### config.mk
export PLATFORM = sky130hd
export DESIGN_NAME = dct_block_scheduler
export DESIGN_NICKNAME = d
export VERILOG_FILES = /design/src/rtl/dct_block_scheduler_pkg.sv /design/src/rtl/dct_tag_fifo.sv /design/src/rtl/dct_block_scheduler.sv
export SDC_FILE = /design/constraint.sdc
export NUM_CORES = 1
export LEC_CHECK = 0
export CORE_AREA = 3 3 117 119
export CTS_CLUSTER_SIZE = 24
export DETAILED_ROUTE_END_ITERATION = 10
export DIE_AREA = 0 0 120 122
export DONT_BUFFER_PORTS = 1
export HOLD_SLACK_MARGIN = 0.05
export PLACE_DENSITY_LB_ADDON = 0.15
export SLEW_MARGIN = 20
export SYNTH_ARGS = -nofsm -noshare
export SYNTH_HDL_FRONTEND = slang
export SYNTH_SLANG_ARGS = --single-unit
### constraint.sdc
create_clock -name i_clk -period 2.55 [get_ports i_clk]
set_input_delay 0.6375 -clock i_clk [delete_from_list [all_inputs] [get_ports i_clk]]
set_output_delay 0.6375 -clock i_clk [all_outputs]
set_load 0.01 [all_outputs]
### src/rtl/dct_block_scheduler_pkg.sv
// dct_sched_pkg: shared tag types, block-count constants and the block-to-tag mapping
// for dct_block_scheduler.
package dct_sched_pkg;
    typedef enum logic [1:0] {Y = 2'd0, CB = 2'd1, CR = 2'd2} comp_e;

    typedef struct packed {
        comp_e      comp;
        logic [1:0] idx;
        logic       last;
    } tag_t;

    localparam int BLOCKS_422 = 8;
    localparam int BLOCKS_444 = 12;

    // Y0-Y3 come first, then the chroma blocks split evenly between Cb and Cr.
    function automatic tag_t blk_tag(input logic [3:0] n, input logic c444);
        tag_t t;
        t.last = n == (c444 ? 4'd11 : 4'd7);
        if (n < 4'd4) begin
            t.comp = Y;
            t.idx  = n[1:0];
        end else if (c444) begin
            t.comp = n < 4'd8 ? CB : CR;
            t.idx  = n[1:0];
        end else begin
            t.comp = n < 4'd6 ? CB : CR;
            t.idx  = {1'b0, n[0]};
        end
        return t;
    endfunction
endpackage

### src/rtl/dct_tag_fifo.sv
// dct_tag_fifo: tag FIFO for dct blocks in flight; a push into a full FIFO is
// accepted when a pop happens in the same cycle.
module dct_tag_fifo
    import dct_sched_pkg::*;
#(
    parameter int DEPTH = 16
) (
    input  logic i_clk,
    input  logic i_rst,
    input  logic i_push,
    input  tag_t i_data,
    input  logic i_pop,
    output tag_t o_data,
    output logic o_full,
    output logic o_empty
);
    localparam int AW = $clog2(DEPTH);

    logic [AW:0] r_wr, r_rd;
    tag_t        r_mem [DEPTH];
    logic        w_push, w_pop;

    assign o_empty = r_wr == r_rd;
    assign o_full  = (r_wr - r_rd) == (AW + 1)'(DEPTH);
    assign w_pop   = i_pop && !o_empty;
    assign w_push  = i_push && (!o_full || w_pop);
    assign o_data  = r_mem[r_wr[AW-1:0] == r_rd[AW-1:0] && o_empty ? r_rd[AW-1:0] : r_rd[AW-1:0]];

    always_ff @(posedge i_clk) begin
        if (i_rst) begin
            r_wr <= '0;
            r_rd <= '0;
        end else begin
            if (w_push) begin
                r_mem[r_wr[AW-1:0]] <= i_data;
                r_wr                <= r_wr + 1'b1;
            end
            if (w_pop) r_rd <= r_rd + 1'b1;
        end
    end
endmodule

### src/rtl/dct_block_scheduler.sv
// dct_block_scheduler: issues the blocks of each macroblock to the dct under downstream credit
// control and tags dct outputs. Optional perf counters: DCT_BLOCK_SCHEDULER_PERF_EN.
module dct_block_scheduler
    import dct_sched_pkg::*;
#(
    parameter int CREDITS    = 8,
    parameter int TAG_DEPTH  = 16,
    parameter int CHROMA_444 = 0
) (
    input  logic        i_clk,
    input  logic        i_rst,
    input  logic        i_mb_valid,
    output logic        o_mb_ready,
    output logic [3:0]  o_block_sel,
    output logic        o_dct_input_enable,
    input  logic        i_dct_output_enable,
    input  logic        i_credit_return,
    output logic [1:0]  o_out_comp,
    output logic [1:0]  o_out_idx,
    output logic        o_out_last,
    output logic        o_err_underflow,
    output logic [31:0] o_perf_stall_cyc,
    output logic [31:0] o_perf_mb_cnt
);
    typedef enum logic {IDLE, ISSUE} state_t;

    localparam logic [3:0] LAST_BLK = 4'((CHROMA_444 != 0 ? BLOCKS_444 : BLOCKS_422) - 1);

    state_t     r_state;
    logic [3:0] r_cnt, r_cred;
    logic       r_err;
    logic       w_full, w_empty, w_pop, w_issue;
    tag_t       w_head;

    assign w_pop   = i_dct_output_enable && !w_empty;
    assign w_issue = !i_rst && r_state == ISSUE && r_cred != 4'd0 && (!w_full || w_pop);

    assign o_mb_ready         = i_rst || r_state == IDLE;
    assign o_block_sel        = i_rst ? 4'd0 : r_cnt;
    assign o_dct_input_enable = w_issue;
    assign {o_out_comp, o_out_idx, o_out_last} = (w_empty || i_rst) ? 5'd0 : w_head;
    assign o_err_underflow    = r_err;

    dct_tag_fifo #(.DEPTH(TAG_DEPTH)) u_fifo (
        .i_clk   (i_clk),
        .i_rst   (i_rst),
        .i_push  (w_issue),
        .i_data  (blk_tag(r_cnt, CHROMA_444 != 0)),
        .i_pop   (w_pop),
        .o_data  (w_head),
        .o_full  (w_full),
        .o_empty (w_empty)
    );

    always_ff @(posedge i_clk) begin
        if (i_rst) begin
            r_state <= IDLE;
            r_cnt   <= 4'd0;
            r_cred  <= 4'(CREDITS);
            r_err   <= 1'b0;
        end else begin
            r_err <= r_err | (i_dct_output_enable & w_empty);
            // an issue and a return in the same cycle cancel out
            if (w_issue && !i_credit_return) r_cred <= r_cred - 4'd1;
            else if (!w_issue && i_credit_return && r_cred != 4'(CREDITS)) r_cred <= r_cred + 4'd1;
            if (r_state == IDLE) begin
                r_cnt <= 4'd0;
                if (i_mb_valid) r_state <= ISSUE;
            end else if (w_issue) begin
                r_cnt <= r_cnt == LAST_BLK ? 4'd0 : r_cnt + 4'd1;
                if (r_cnt == LAST_BLK) r_state <= IDLE;
            end
        end
    end

`ifdef DCT_BLOCK_SCHEDULER_PERF_EN
    logic [31:0] r_stall, r_mbs;

    always_ff @(posedge i_clk) begin
        if (i_rst) begin
            r_stall <= '0;
            r_mbs   <= '0;
        end else begin
            if (r_state == ISSUE && !w_issue && r_stall != '1) r_stall <= r_stall + 32'd1;
            if (r_state == IDLE && i_mb_valid && r_mbs != '1) r_mbs <= r_mbs + 32'd1;
        end
    end

    assign o_perf_stall_cyc = r_stall;
    assign o_perf_mb_cnt    = r_mbs;
`else
    assign o_perf_stall_cyc = '0;
    assign o_perf_mb_cnt    = '0;
`endif
endmodule

* Yosys cells after proc, flatten, opt, wreduce, memory -nomap -nowiden
Memories as Yosys holds them, arrays and structs flattened. A register that Yosys moved wholly into a read port is not among the register bits.
Index checks and enable logic that the tools add are counted.
** Cells by class
- Equality and inequality tests :: 4
- Order comparisons :: 2
- Reduce and logical (&&, ||, !) cells :: 21
- Add/subtract/negate cells :: 6
- Multiplexer cells :: 16
- Bitwise gates (word level) :: 3
** Operator list (count)
- 2-to-1 mux 4 bit :: 7
- adder 5 x 1 -> 5 bit, second input constant :: 2
- logical AND 1 bit :: 9
- adder 4 x 1 -> 4 bit, second input constant :: 2
- < comparator 4 x 3 -> 1 bit, second input constant :: 2
- 2-to-1 mux 1 bit :: 7
- == test 5 bit :: 1
- == test 5 bit, second input constant :: 1
- logical NOT 1 bit :: 5
- 2-to-1 mux 5 bit :: 1
- subtractor 5 bit :: 1
- == test 4 x 3 -> 1 bit, second input constant :: 1
- logical OR 1 bit :: 4
- inequality test 4 bit, second input constant :: 1
- nonzero test 4 bit :: 1
- subtractor 4 x 1 -> 4 bit, second input constant :: 1
- 2-to-1 mux 2 bit :: 1
- nonzero test 2 bit :: 1
- OR reduction 2 bit :: 1
- AND 1 bit :: 1
- inverter 1 bit :: 1
- bitwise OR 1 bit :: 1
** Storage, ports and cells
- Bits of input ports :: 5
- Bits in writable memories :: 80
- Logic and storage cells :: 59
- Output and inout bits :: 76
- Bits in registers :: 20
- Memories :: 1
** Memories
- u_fifo.r_mem :: words 16, bits a word 5, read ports 1, clocked after Yosys merged registers in 1, wr ports 1, line dct_tag_fifo.sv:20 : tag_t r_mem [DEPTH];

* Depth between registers and ports, before layout
Gate-level depths: netlist of run 1.
- Depth in word-level cells :: 10
- Depth in mapped cells :: 13
- Depth with buffers taken out :: 13

* Cells and area by module
A second synthesis of run 1 with hierarchy kept.
** Unflattened totals
- Cells, all modules :: 371
- Area total of the unflattened synthesis :: 5092.4 sq um
** Modules (own cells, without submodules)
- dct_tag_fifo :: area each 3878.7 sq um, cells each 219, instances 1, seq. area each 2682.6 sq um
- dct_block_scheduler :: area each 1213.7 sq um, cells each 152, instances 1, seq. area each 200.2 sq um

* Worst setup path before layout of run 1
Ideal clock, no wire load.
- Path type :: register to register
- Start :: reg u_fifo.r_rd[3]
- End :: reg r_cred[2]
- Arrival time :: 2.218 ns
- Stages on the path, launching flop included :: 14
- Slack :: 0.192 ns
- Setup time :: 0.141 ns
- Path buffers :: 0
- Data required time :: 2.409 ns
- Period minus slack after synthesis :: 2.358 ns
- Cells stage by stage :: dfxtp_1 inv_1 ha_1 nor3_1 nor2_1 nor4_2 a21o_1 inv_2 nand2_1 xnor2_1 ha_1 and3_1 o21ai_0 o311ai_0
** Between the ends
- Word-level cells in the longest chain between the ends :: 9
- Elaborated cells on any way between the ends :: 14
- Classes of those cells :: add/sub (1); eq/ne (2); mux (1); reduce/logical (10)
** Ends and longest elaborated chain
- start, declared :: line dct_tag_fifo.sv:19 : logic [AW:0] r_wr, r_rd;
- start signal, assigned :: line dct_tag_fifo.sv:38 : if (w_pop) r_rd <= r_rd + 1'b1;
- subtractor 5 bit or == test 5 bit (tied branches) :: line dct_tag_fifo.sv:24, dct_tag_fifo.sv:23
- == test 5 bit or logical NOT 1 bit (tied branches) :: line dct_tag_fifo.sv:24, dct_block_scheduler.sv:35
- logical NOT 1 bit or logical AND 1 bit (tied branches) :: line dct_block_scheduler.sv:36, dct_block_scheduler.sv:35
- logical OR 1 bit (*) :: line dct_block_scheduler.sv:36 : assign w_issue = !i_rst && r_state == ISSUE && r_cred != 4'd0 && (!w_full || w_pop);
- logical AND 1 bit (*) :: line dct_block_scheduler.sv:36
- logical NOT 1 bit :: line dct_block_scheduler.sv:65 : else if (!w_issue && i_credit_return && r_cred != 4'(CREDITS)) r_cred <= r_cred + 4'd1;
- logical AND 1 bit (2 in a row) :: line dct_block_scheduler.sv:65
- nonzero test 2 bit (no source line)
- end signal, assigned :: line dct_block_scheduler.sv:59 : r_cred <= 4'(CREDITS);
- end signal, assigned :: line dct_block_scheduler.sv:64 : if (w_issue && !i_credit_return) r_cred <= r_cred - 4'd1;
- end signal, assigned :: line dct_block_scheduler.sv:65
- end, declared :: line dct_block_scheduler.sv:30 : logic [3:0] r_cnt, r_cred;
Every way passes the cells marked *; elsewhere a longest branch is shown, timed or not.
A chain may end at the register's enable or synchronous reset.

==> impl_results.md, run 1 <==
* Setup ws final at -137.8 ps
* Final Cycle Share at 1.054
* # IOs at 81
* Yosys reg bits at 104
* Number of flops mapped to enable cells by yosys at 80
* Peak VDD IR at 361.5 uV
* CP Cell Sequence: clkbuf_16 -> mux4_2 -> mux4_2 -> nor2b_4
* CP dominant cell by count: mux4_2
* M3 GR Usage at 0.03993
* Share of Yosys cell area claimed by the top area cell type at 0.4776
* Layout cell share with drive strength beyond 1 at 0.2911
* Yosys top cell by area: edfxtp_1
* Chip Width at 120 um
* Hold buffer count at CTS at 0
* Pwr per Cell Area at 624.0 mW/mm^2
* CTS tree: built
* CP Data Required Time at 1910 ps
* Synthesized netlist cell count at 361
* MaxCap Viol Count at 0
* Area grow syn2layout at 14.05%
* Root Driver: clkbuf_16
* Worst slew pin tran at 740.3 ps
* H-tree levels at 3
* CTS Buf Count at 9
* Avg Cell Area, Syn at 13.93 sq um
* Area contributors post-synth: edfxtp_1 48%, dfxtp_1 9.6%, buf_4 9.6%, mux4_1 8.4%, mux4_2 3.6%
* Nets at 406
* Cell with the most instances after synthesis: edfxtp_1
* Worst path arrival time at 2050 ps
* Met2 Use GR at 0.2167
* Final setup fails at 6
* Initial drt markers at 200
* HP Class: input pin to register
* Largest net degree at the start of global routing at 28
* PortBufs at 0
* Final ANT Viol Nets at 0
* Fmax at 0.3720 GHz
* ANT cells at 0
* GR peak layer: met2
* Prevailing post-synth register cell: edfxtp_1
* Post-synth top cells: 80 x edfxtp_1, 64 x buf_4, 24 x dfxtp_1
* GP Congestion at 0.7115
* Via/cell ratio at 4.691
* Mapped cell area at 0.005030 sq mm
* RSZ-0062 raised after global routing: true
* Nature of the critical path endpoint: output port
* Synth async-reset ratio at 0
* Core area at 0.01267 sq mm
* Chip Height at 122 um
* Gr ovfl total at 0
* Leakage at 2.263 nW
* Die ar. at 0.01464 sq mm
* Vias in the first global route at 2,632
* Initial Utilization at 0.3970
* Failing checks: negative setup slack
* WS Path Type: register to output port
* CTS Buffer Depth at 2
* CP Launch Type: register
* Layout fillers at 1,155
* First-pass GRT wire length at 14,840 um
* Place WS at 49.68 ps
* Max-slew violations at 0
* Critical-path top delay cell: mux4_2
* Final Hold Fails at 0
* Routed vias at 2,660
* Normalized max-slew margin at 0.5058
* Final WL at 9940 um
* Initial antenna violation count at 0
* Fin util at 0.4528
* HPWL after DPL at 6468 um
* Run status: finished, violations left
* CTS sink cnt at 104
* Met1 usage in global routing at 0.1857
* Critical Path Fanout Max at 5
* GRT Overall Usage at 0.1353
* WL per Instance at 17.53 um
* Yosys Warn Count at 0
* CP max stage delay at 510 ps
* Drt first pass iters at 4
* Rows at 41
* Clk_skew at 5.483 ps
* Count of cell types in the netlist at 43
* Post-layout total power at 3.580 mW
* Fin crit period at 2688 ps
* Reg clk slew, reported paths at 70 ps
* Setup TNS at -670.6 ps
* Register area share after synthesis at 0.5731
* DRC at 0
* Clock latency on the worst-skew pair at 340 ps
## critical path: cells and delay by family (launching register included)
family	cells	cell delay, ps
buffers and inverters	1	170
DFF	1	420
muxes	2	970
and+or+nand+nor	1	150
## placed cells by master (no fill, tap or decap), types with 8 or more instances in the layout
cell and count:
edfxtp_1 80, nor2_1 17, mux4_2 24, nand2_1 12, clkbuf_16 11, buf_4 20
dfxtp_1 18, a21oi_1 11, nor2b_1 8, nand3_1 8, conb_1 64
## cells by family (layout without fill, tap and decap cells)
family | after synthesis | after routing | share of synthesized area
AND/OR/NAND/NOR | 93 | 93 | 0.1007
multiplexers | 30 | 30 | 0.1313
other | 1 | 64 | 0.0007456
XOR/XNOR | 8 | 8 | 0.01393
flip-flops | 104 | 104 | 0.5731
buffers and inverters | 88 | 59 | 0.1189
adder cells (fa/ha/maj) | 11 | 11 | 0.02736
AO/OA/AOI/OAI | 26 | 26 | 0.03383
## power by group
| group | switching (mW) | internal (mW) | leakage, nW |
|---|---|---|---|
| clock network | 0.620 | 0.674 | 0.137 |
| registers | 0.0367 | 1.82 | 1.03 |
| logic | 0.203 | 0.221 | 1.09 |
## area by class of cell
cell class / instances / area, sq um / share of cell area
sequential: 104 / 2895 / 0.5047
multi-input combinational: 232 / 1913 / 0.3335
timing repair buffer: 32 / 390.4 / 0.06805
clock buffer: 9 / 225.2 / 0.03926
tap: 172 / 215.2 / 0.03751
clock inverter: 7 / 56.30 / 0.009815
inverter: 11 / 41.29 / 0.007197
## through the flow
stage | hold slack [ps] | area [sq um] | std cells
floorplan | 448.7 | 5266 | 424
global placement | 466.1 | 5075 | 534
detailed placement | 489.3 | 5075 | 534
CTS | 339.6 | 5542 | 564
global route | 343.9 | 5737 | 567
finish | 359.9 | 5737 | 567
## final timing paths
kind	from	endpoint	slack, ps	depth (start not counted)
worst min register to register	u_fifo.r_wr[4]	u_fifo.r_wr[4]	490	1
worst max-delay path	register	o_out_last	-140	4
worst min-delay path	i_rst	u_fifo.r_wr[1]	360	1
worst max register to register	u_fifo.r_rd[2]	r_cred[2]	10	16
## per-layer routing
layer | wire length, um | up-vias
li1 | - | 1260
met4 | 73 | 0
met1 | 4540 | 1319
met3 | 496 | 7
met2 | 4829 | 74
met5 | 0 | -
## what timing repair did
action	CTS	global route
resized for setup	23	56
gates cloned	2	2
setup endpoints to repair	6	58
pin swaps	6	11
setup buffers	12	1
## state kept, by name, summed over array words and instances, names as in the netlist, named ones only
name	flops
u_fifo.r_rd	5
r_cnt	4
u_fifo.r_wr	5
r_state	1
o_err_underflow	1
u_fifo.r_mem	80
r_cred	4
Power figures use the tool's default switching activity.
==> inputs of run 2 (changes only) <==
--- a/config.mk
+++ b/config.mk
@@ -6,7 +6,7 @@
 export NUM_CORES = 1
 export LEC_CHECK = 0
 export CORE_AREA = 3 3 117 119
-export CTS_CLUSTER_SIZE = 24
+export CTS_CLUSTER_SIZE = 40
 export DETAILED_ROUTE_END_ITERATION = 10
 export DIE_AREA = 0 0 120 122
 export DONT_BUFFER_PORTS = 1
==> results of run 2 <==
Same layout as run 1: the final DEF is identical, and so are final timing and power.
==> inputs of run 3 (changes only) <==
--- a/config.mk
+++ b/config.mk
@@ -5,10 +5,10 @@
 export SDC_FILE = /design/constraint.sdc
 export NUM_CORES = 1
 export LEC_CHECK = 0
-export CORE_AREA = 3 3 117 119
+export CORE_AREA = 3 3 105 107
 export CTS_CLUSTER_SIZE = 40
 export DETAILED_ROUTE_END_ITERATION = 10
-export DIE_AREA = 0 0 120 122
+export DIE_AREA = 0 0 108 110
 export DONT_BUFFER_PORTS = 1
 export HOLD_SLACK_MARGIN = 0.05
 export PLACE_DENSITY_LB_ADDON = 0.15
==> impl_results.md, run 3 (same netlist as run 1, synthesis figures left out) <==
* Clk_skew at 14.67 ps (was 5.483 ps)
* Nature of the critical path endpoint: output port (unchanged)
* Final setup fails at 6 (unchanged)
* Critical-path top delay cell: mux4_2 (unchanged)
* CTS sink cnt at 104 (unchanged)
* Placed inst area at 0.005025 sq mm (was 0.005075 sq mm)
* Post-route cell area at 0.005350 sq mm (was 0.005737 sq mm)
* Area grow syn2layout at 6.368% (was 14.05%)
* Root Driver: clkbuf_8 (was clkbuf_16)
* CP Data Required Time at 1910 ps (about the same)
* CP Cell Sequence: clkbuf_16 -> mux4_2 -> mux4_2 -> nor2b_4 (unchanged)
* ANT cells at 0 (unchanged)
* HPWL after DPL at 6367 um (was 6468 um)
* R2R depth at 13 (was 16)
* Max-slew violations at 0 (unchanged)
* Reg clk slew, reported paths at 100 ps (was 70 ps)
* Vias in the first global route at 2,541 (was 2,632)
* Initial Utilization at 0.4916 (was 0.3970)
* PortBufs at 0 (unchanged)
* CTS Buffer Depth at 2 (unchanged)
* Initial antenna violation count at 0 (unchanged)
* # IOs at 81 (unchanged)
* Setup ws final at -221.5 ps (was -137.8 ps)
* Layout fillers at 893 (was 1,155)
* Pwr per Cell Area at 594.9 mW/mm^2 (was 624.0 mW/mm^2)
* Rows at 37 (was 41)
* Chip Height at 110 um (was 122 um)
* Final Hold Fails at 0 (unchanged)
* H-tree levels at 3 (unchanged)
* Layout cell share with drive strength beyond 1 at 0.1870 (was 0.2911)
* Routed vias at 2,648 (was 2,660)
* Gr ovfl total at 0 (unchanged)
* Post-Layout Cell Count at 521 (was 567)
* Peak VDD IR at 268.3 uV (was 361.5 uV)
* Worst r2r src: u_fifo.r_rd[1] (was u_fifo.r_rd[2])
* Int Pwr at 2.377 mW (was 2.720 mW)
* Critical Path Fanout Max at 5 (unchanged)
* Worst slew pin tran at 754.6 ps (was 740.3 ps)
* CP max stage delay at 510 ps (about the same)
* Die ar. at 0.01188 sq mm (was 0.01464 sq mm)
* Drt first pass iters at 4 (unchanged)
* HP Class: input pin to register (unchanged)
* Worst path bufs/invs at 1 (unchanged)
* Hold buffer count at CTS at 0 (unchanged)
* Nets at 396 (was 406)
* Final WL at 9297 um (was 9940 um)
* Final Cycle Share at 1.087 (was 1.054)
* Switching fraction of total power at 0.2531 (was 0.2403)
* Fmax at 0.3608 GHz (was 0.3720 GHz)
* CTS Buf Count at 9 (unchanged)
* Switching power at 0.8056 mW (was 0.8603 mW)
* Crit path depth at 4 (unchanged)
* Seq pwr share at 0.584 (was 0.520)
* Final ANT Viol Nets at 0 (unchanged)
* Hold Crit Start: i_rst (unchanged)
* Most frequent cells in the layout: 80 x edfxtp_1, 64 x conb_1, 18 x nor2_1, 18 x dfxtp_1, 17 x buf_4 (was 80 x edfxtp_1, 64 x conb_1, 24 x mux4_2, 20 x buf_4, 18 x dfxtp_1)
* Chip Width at 108 um (was 120 um)
* Hold depth at 1 (unchanged)
* DRC at 0 (unchanged)
* Family with the most delay on the worst path: multiplexers (unchanged)
* Initial drt markers at 128 (was 200)
* Clock share of power at 0.306 (was 0.362)
* Run status: finished, violations left (unchanged)
* Post-placement cell count at 499 (was 534)
* CTS tree: built (unchanged)
* Combinational share of power at 0.110 (was 0.119)
* MaxCap Viol Count at 0 (unchanged)
* GRT Overall Usage at 0.1612 (was 0.1353)
* Failing checks: negative setup slack (unchanged)
* GP Congestion at 0.7421 (was 0.7115)
* Clock latency on the worst-skew pair at 370 ps (was 340 ps)
* Via/cell ratio at 5.083 (was 4.691)
* First-pass GRT wire length at 14,100 um (was 14,840 um)
* CP Launch Type: register (unchanged)
* Largest net degree at the start of global routing at 28 (unchanged)
* Leakage at 2.172 nW (was 2.263 nW)
* WL per Instance at 17.84 um (was 17.53 um)
* Fin crit period at 2771 ps (was 2688 ps)
* Max reg flops at 80 (unchanged)
* RSZ-0062 raised after global routing: true (unchanged)
* Normalized max-slew margin at 0.4963 (was 0.5058)
* Worst path arrival time at 2130 ps (was 2050 ps)
* Core area at 0.01023 sq mm (was 0.01267 sq mm)
* CP dominant cell by count: mux4_2 (unchanged)
* Commonest non-fill, non-tap cell in the layout: edfxtp_1 (unchanged)
* WS Path Type: register to output port (unchanged)
run 3: cell types whose count changed in the layout (fill, tap and decap cells not counted), moves of 5 or more:
| cell | previous run | this run |
|---|---|---|
| mux4_1 | 0 | 10 |
| clkbuf_8 | 0 | 9 |
| clkbuf_16 | 11 | 1 |
| and3_1 | 7 | 16 |
| and3_2 | 5 | 0 |
| mux4_2 | 24 | 14 |
run 3: through the flow:
| step | util | hold slack (ps) | power, mW | TNS, ps | setup WS, ps |
|---|---|---|---|---|---|
| 4_1_cts | 0.5157 | 300.0 | 3.174 | -1454 | -265.3 |
| 5_1_grt | 0.5229 | 292.9 | 3.332 | -1532 | -277.4 |
| 2_1_floorplan | - | 448.7 | 2.199 | 0 | 191.9 |
| 3_3_place_gp | 0.4911 | 465.6 | 2.171 | 0 | 98.26 |
| 3_5_place_dp | 0.4911 | 471.5 | 2.175 | 0 | 6.798 |
| 6_report | 0.5229 | 324.5 | 3.183 | -1071 | -221.5 |
run 3: final timing paths:
kind,endpoint,slack (ps)
setup / recovery,o_out_idx[1],-220
hold / removal,u_fifo.r_wr[1],320
hold reg to reg,u_fifo.r_wr[4],490
setup reg to reg,r_cred[2],230
run 3: routing by layer:
| metal | global-route usage | wire length (um) | vias up |
|---|---|---|---|
| met4 | 0.03246 | 83 | 0 |
| met3 | 0.04776 | 421 | 10 |
| met2 | 0.2713 | 4745 | 65 |
| met1 | 0.2101 | 4047 | 1331 |
| li1 | - | - | 1242 |
| met5 | 0 | 0 | - |
run 3: power groups by stage:
stage               clock network [mW]  logic, mW  registers [mW]
detailed placement                   0      0.287            1.89
floorplan                            0      0.321            1.88
finish                           0.974      0.351            1.86
global route                      1.08      0.387            1.86
CTS                               1.00      0.313            1.86
global placement                     0      0.284            1.89
run 3: worst reg2reg max path, delay by kind of cell, from the launching register on:
family          cells  cell delay [ps]
xor+xnor            1              120
fa+ha+maj           2              500
simple gates        4              620
compound gates      4              510
buf+inv             2              120
flops               1              350
run 3: what timing repair did:
action	CTS	global route
buffers inserted	1	3
endpoints found under the hold margin	0	0
pin swaps	4	5
gates resized for setup	14	17
gates cloned	1	1
endpoints found under the setup margin	7	16
run 3: final cells by class:
class	count	area, sq um	area share
clock buffers	10	127.6	0.02385
multi-input cells	232	1829	0.3419
inverters	11	41.29	0.007717
well taps	136	170.2	0.03181
repair buffers	22	231.5	0.04326
flip-flops and latches	104	2893	0.5407
clock inverters	6	57.56	0.01076
